### config.mk
export PLATFORM = sky130hd
export DESIGN_NAME = mul_share_arbiter
export DESIGN_NICKNAME = d
export VERILOG_FILES = /design/src/rtl/mul_share_arbiter.sv
export SDC_FILE = /design/constraint.sdc
export NUM_CORES = 1
export LEC_CHECK = 0
export CORE_MARGIN = 1.5
export CORE_UTILIZATION = 41
export CTS_CLUSTER_SIZE = 28
export DETAILED_ROUTE_END_ITERATION = 10
export GPL_TIMING_DRIVEN = 0
export SYNTH_ARGS = -nofsm -noshare
export SYNTH_HDL_FRONTEND = slang
export SYNTH_SLANG_ARGS = --single-unit
### constraint.sdc
create_clock -name clk -period 10.8 [get_ports clk]
set_input_delay 1.08 -clock clk [delete_from_list [all_inputs] [get_ports clk]]
set_output_delay 1.08 -clock clk [all_outputs]
set_load 0.05 [all_outputs]
### src/rtl/mul_share_arbiter.sv
// Round-robin share of one pipelined a*b multiplier; results tagged with requester id after LAT cycles.
// A response held by rsp_ready=0 freezes every stage and masks all req_ready bits.
module mul_share_arbiter #(
  parameter int NREQ      = 4,
  parameter int N         = 16,
  parameter int R         = 8,
  parameter int PRECISION = 16,
  parameter int LAT       = 2,
  localparam int IDW      = $clog2(NREQ),
  localparam int BW       = R + PRECISION,
  localparam int PW       = N + R + PRECISION
) (
  input  logic               clk,
  input  logic               rst_n,
  input  logic [NREQ-1:0]    req_valid,
  output logic [NREQ-1:0]    req_ready,
  input  logic [NREQ*N-1:0]  req_a,
  input  logic [NREQ*BW-1:0] req_b,
  output logic               rsp_valid,
  input  logic               rsp_ready,
  output logic [IDW-1:0]     rsp_id,
  output logic [PW-1:0]      rsp_data,
  output logic               busy
);

  logic            w_stall;
  logic            w_acc;
  logic            w_gnt_any;
  logic [NREQ-1:0] w_gnt;
  logic [IDW-1:0]  w_gnt_id;
  logic [N-1:0]    w_sel_a;
  logic [BW-1:0]   w_sel_b;
  logic [PW-1:0]   w_prod1;

  logic [IDW-1:0]  r_ptr;
  logic [N-1:0]    r_a;
  logic [BW-1:0]   r_b;
  logic [LAT-1:0]  r_vld;
  logic [IDW-1:0]  r_id [LAT];
  logic [PW-1:0]   r_p  [LAT];
  logic [PW-1:0]   w_p  [LAT];

  assign w_stall = r_vld[LAT-1] & ~rsp_ready;

  // First valid requester at or above r_ptr, wrapping around.
  always_comb begin
    int             idx;
    logic [IDW-1:0] idx_w;
    idx       = 0;
    idx_w     = '0;
    w_gnt     = '0;
    w_gnt_id  = '0;
    w_gnt_any = 1'b0;
    for (int k = 0; k < NREQ; k++) begin
      idx = int'(r_ptr) + k;
      if (idx >= NREQ) idx = idx - NREQ;
      idx_w = IDW'(idx);
      if (!w_gnt_any && req_valid[idx_w]) begin
        w_gnt[idx_w] = 1'b1;
        w_gnt_id     = idx_w;
        w_gnt_any    = 1'b1;
      end
    end
  end

  assign req_ready = w_gnt & {NREQ{~w_stall & rst_n}};
  assign w_acc     = w_gnt_any & ~w_stall;
  assign w_sel_a   = req_a[w_gnt_id*N +: N];
  assign w_sel_b   = req_b[w_gnt_id*BW +: BW];
  assign w_prod1   = PW'(r_a) * PW'(r_b);

  // w_p[s] is the product as seen at the output of stage s+1.
  always_comb begin
    w_p[0] = w_prod1;
    for (int s = 1; s < LAT; s++) begin
      w_p[s] = r_p[s];
    end
  end

  always_ff @(posedge clk or negedge rst_n) begin
    if (!rst_n) begin
      r_ptr <= '0;
      r_a   <= '0;
      r_b   <= '0;
      r_vld <= '0;
      for (int s = 0; s < LAT; s++) begin
        r_id[s] <= '0;
        r_p[s]  <= '0;
      end
    end else if (!w_stall) begin
      r_vld[0] <= w_acc;
      if (w_acc) begin
        r_a     <= w_sel_a;
        r_b     <= w_sel_b;
        r_id[0] <= w_gnt_id;
        r_ptr   <= (w_gnt_id == IDW'(NREQ-1)) ? '0 : w_gnt_id + IDW'(1);
      end
      for (int s = 1; s < LAT; s++) begin
        r_vld[s] <= r_vld[s-1];
        if (r_vld[s-1]) begin
          r_id[s] <= r_id[s-1];
          r_p[s]  <= w_p[s-1];
        end
      end
    end
  end

  assign rsp_valid = r_vld[LAT-1];
  assign rsp_id    = r_id[LAT-1];
  assign rsp_data  = w_p[LAT-1];
  assign busy      = |r_vld;

endmodule

==> results <==
- The flow ran to the end, but the final reports show violations.
- The final reports fail on design-rule violations.
- The number of nets handed over by synthesis was about 2,400.
- After Yosys synthesis, XOR and XNOR cells account for 1.588% of the synthesized area.
- For the pin with the worst max-slew slack, the measured transition is 1193 ps.
- Entering global routing, the biggest net connects 54 pins.
- The first-pass iteration count of the detailed router is 8.
- In this run the horizontal extent of the chip is 207.2 um.
- Compared with the post-synthesis result, the final layout area differs by 18.39%.
- The worst max-slew margin expressed relative to the limit is 20.47%.
- The number of antenna diodes in the final layout is 0.
- The post-route minimum period is 7322 ps.
- The floorplan step set the die height to 207.2 um.
- The number of hold violations in the final report is 0.
- The multiplexer share of the synthesized area is under 10%.
- The number of vias per cell is between 5 and 6.
- The total die area is 42,940 um^2.
- No sink is reached through more buffers than the 2 on the longest clock path.
- On the final layout, the worst clock skew is 13.14 ps.
- The number of synthesized flops with an enable pin is 0.
- The number of top-level design ports is 215.
- The clock latency of the later-clocked register in the worst-skew pair is 380 ps.
- Clock-pin slew was measured on the worst setup and hold paths at 60 ps.
- Setup repair after global routing left no endpoint under its margin.
- The first routing iteration left 716 violations.
- The number of global-route vias before repair came to 14,670.
- Dividing the synthesized area by the synthesized cell count gives 9.453 um^2.
- Data arrives at the worst endpoint at between 7000 and 8000 ps.
- The worst path meets setup with 3479 ps of slack.
- The number of nets with antenna violations after detailed routing is 0.
- The max-slew violation count is 0.
- Yosys instantiated no cell more often than inv_1.
- In the final routed layout, each cell accounts on average for 20.61 um.
- The initial antenna violation count is 2.
- For this run, the top clock speed supported by timing is 0.1366 GHz.
- STA puts the critical path data required time at between 10,000 and 15,000 ps.
- The worst setup path is of the reg2reg kind.
- Tracing the worst setup path back leads to its startpoint at r_a[7]$_DFFE_PN0P_.
- Summing the sequential cell areas from Yosys gives 12.88% of the chip area.
- fa_1 takes more of the synthesized area than any other cell.
- The region available for standard cell placement spans 41,020 um^2.
- Grouping stages by cell kind, the critical path spends the most delay in adder cells.
- TritonCTS built the clock tree.
- The maximum cell stage delay along the critical path is 670 ps.
- Global routing consumed, over all layers together, 25.57% of the routing resources.
- For this design, the slowest cell found on the critical path is dfrtp_1.
- Setup violations remaining at the end of the flow were counted as 0.
- The total setup buffers inserted after CTS is 0.
- In the final timing run, aggregate negative setup slack is 0 ps.
- The combinational family with the most area after synthesis is adder cells.
- Buffers inserted to repair hold after CTS numbered 0.
- In the synthesized netlist, the cells that appear most often are 359 x inv_1, 306 x fa_1, 296 x nand2_1.
- The buffer type at the clock tree root is clkbuf_16.
- The flip-flop and latch count after synthesis is 88.
- Dividing the final minimum period by the clock period gives 67.79%.
- The number of CTS-inserted buffers is 9.
- The total wirelength of the detailed-routed design is 52,980 um.
- After clock tree synthesis, the repair step resized 0 gates.
- The fraction of post-synthesis cell area in the top cell type by area is 35.82%.
- The synthesized netlist devotes 15.46% of its cell area to simple gates.
- The worst hold path begins at r_id[3]$_DFFE_PN0P_.
- After routing the design area is ~20,000 um^2.
- The buffer and inverter count on the worst path is 5.
- The fraction of registers with async set/reset is 100.0%.
- The worst min-delay path category is reg2reg.
- The total of buffers placed on input and output ports is 213.
- Counting tap cells, the placed design contains a total of 2,555 instances.
- The startpoint class of the critical path is a flop.
- For this run the aggregate overflow at the end of global routing stands at 0.
- The type of destination of the critical path is a flop.
- The critical path goes through clkbuf_1 > nand2_1 > fa_1 > inv_1 > fa_1 > fa_1 > fa_1 > fa_1 > inv_1 > fa_1 > inv_1 > ha_1 > clkbuf_1 > nand2_1 > o21ai_0 > nor3_1 > a211o_1 > a2111oi_2 > nor3_1 > a221o_1.
- The post-synthesis share of cell area spent on full adders, half adders and majority gates is between 40% and 50%.
- The global-route wire length before repair is 82,960 um.
- The tool flagged a number of max-cap violations equal to 0.
- The worst register-to-register path has a setup slack of 3480 ps.
- The number of distinct standard cells referenced by the synthesized netlist is 66.
- The final instance count without filler cells is 2,570.
- The floorplan has 74 rows.
- In the final design database the tool counted roughly 2,600 nets.
- Synthesis produced between 1,500 and 2,000 cells.
- The detailed router placed 13,570 vias in this run.
- The complex-gate fraction of the synthesized area is between 6 and 7%.
- The share of cells above drive strength 1 is 6.330%.
- In this run the worst path has a maximum fanout of 10.
- The layout filler cell count is 3,916.
- The standard cell area after detailed placement is 19,920 um^2.
- The beginning of the worst register-to-register path is r_a[7]$_DFFE_PN0P_.
- Clock tree synthesis found a total of 88 sinks.
- Counting stages on the worst path, the most repeated cell is fa_1.
- Among all flip-flop cells after synthesis, the most frequent one is dfrtp_1.
- The number of DRC violations after detailed routing is 4.
- The global placement routability congestion is 0.9063.
- The initial cell density of the core is between 40% and 50%.
- By area the synthesized netlist is led by fa_1 36%, dfrtp_1 13%, ha_1 8.7%.
- The netlist area before placement is between 15,000 and 20,000 um^2.
- Timing analysis after detailed placement gives a worst setup slack of 3497 ps.
- The final HPWL from detailed placement is 44,550 um.
- The warning count from the yosys run is 0.
- The maximum level of the CTS H-tree is 3.
==> cell families after synthesis <==
group,after synthesis
AO/OA/AOI/OAI,171
XOR/XNOR,31
adder cells (fa/ha/maj),425
buffers and inverters,455
flip-flops,88
multiplexers,86
AND/OR/NAND/NOR,553
==> state kept, by name, indices dropped and copies added, names as in the netlist, named ones only <==
| signal | count |
|---|---|
| r_ptr | 1 |
| rsp_data | 40 |
| rsp_id | 2 |
| r_id | 2 |
| r_vld | 2 |
| r_b | 24 |
| r_a | 16 |
==> layer usage <==
metal | vias up | wire (um) | GRT usage [%] | share of wire, %
met2 | 466 | 26620 | 44.78 | 50
met4 | 0 | 2184 | 10.19 | 4.1
met1 | 6945 | 21220 | 31.55 | 40
met5 | - | 0 | 0 | 0
met3 | 107 | 2951 | 4.175 | 5.6
li1 | 6052 | - | - | -
==> worst reg2reg max path, stage by stage, from the launching register on <==
cell and delay, ps:
dfrtp_1 670, clkbuf_1 650, nand2_1 190, fa_1 560, inv_1 50, fa_1 500, fa_1 480, fa_1 490
fa_1 490, inv_1 50, fa_1 600, inv_1 70, ha_1 270, clkbuf_1 280, nand2_1 80, o21ai_0 260
nor3_1 120, a211o_1 370, a2111oi_2 610, nor3_1 130, a221o_1 290
==> layout make-up <==
cell class	count	area [um^2]	share of cell area, %
Tap cell	532	665.6	3.288
Sequential cell	88	2202	10.88
Inverter	359	1348	6.656
Clock inverter	3	65.06	0.3214
Clock buffer	12	256.5	1.267
Multi-Input combinational cell	1266	13130	64.87
Timing Repair Buffer	214	2157	10.66
Buffer	96	417.9	2.064
==> per-stage QoR <==
stage	util [%]	hold slack (ps)
after detailed placement	48.57	454.9
after floorplan	-	434.8
after CTS	49.36	472.3
after global placement	48.51	454.5
after global routing	49.36	499.0
final	49.36	466.3
==> final timing paths <==
| path | cells after the start | endpoint |
|---|---|---|
| max | 20 | rsp_data[35]$_DFFE_PN0P_ |
| min | 2 | rsp_id[1]$_DFFE_PN0P_ |
| max reg2reg | 20 | rsp_data[35]$_DFFE_PN0P_ |
| min reg2reg | 2 | rsp_id[1]$_DFFE_PN0P_ |
| max in group asynchronous | 2 | rsp_data[15]$_DFFE_PN0P_ |
| min in group asynchronous | 1 | r_vld[1]$_DFFE_PN0N_ |
==> cell usage in the layout (no fill, tap or decap), types with 6 or more instances in the layout <==
master,n
inv_1,359
fa_1,306
nand2_1,296
clkdlybuf4s50_1,212
and2_1,174
ha_1,119
dfrtp_1,88
clkbuf_1,80
a21oi_1,46
o21ai_0,43
mux4_2,42
mux2_2,42
nor2_1,33
a21o_1,16
xnor2_1,16
xor2_1,15
nand3_1,10
nand4_1,9
clkbuf_16,9
nor3_1,8
buf_2,7
o21bai_1,7
nand2b_1,6
a31oi_1,6
Power is not shown: default switching activity piles up to over one toggle a cycle in this logic, so the estimate is an artifact.
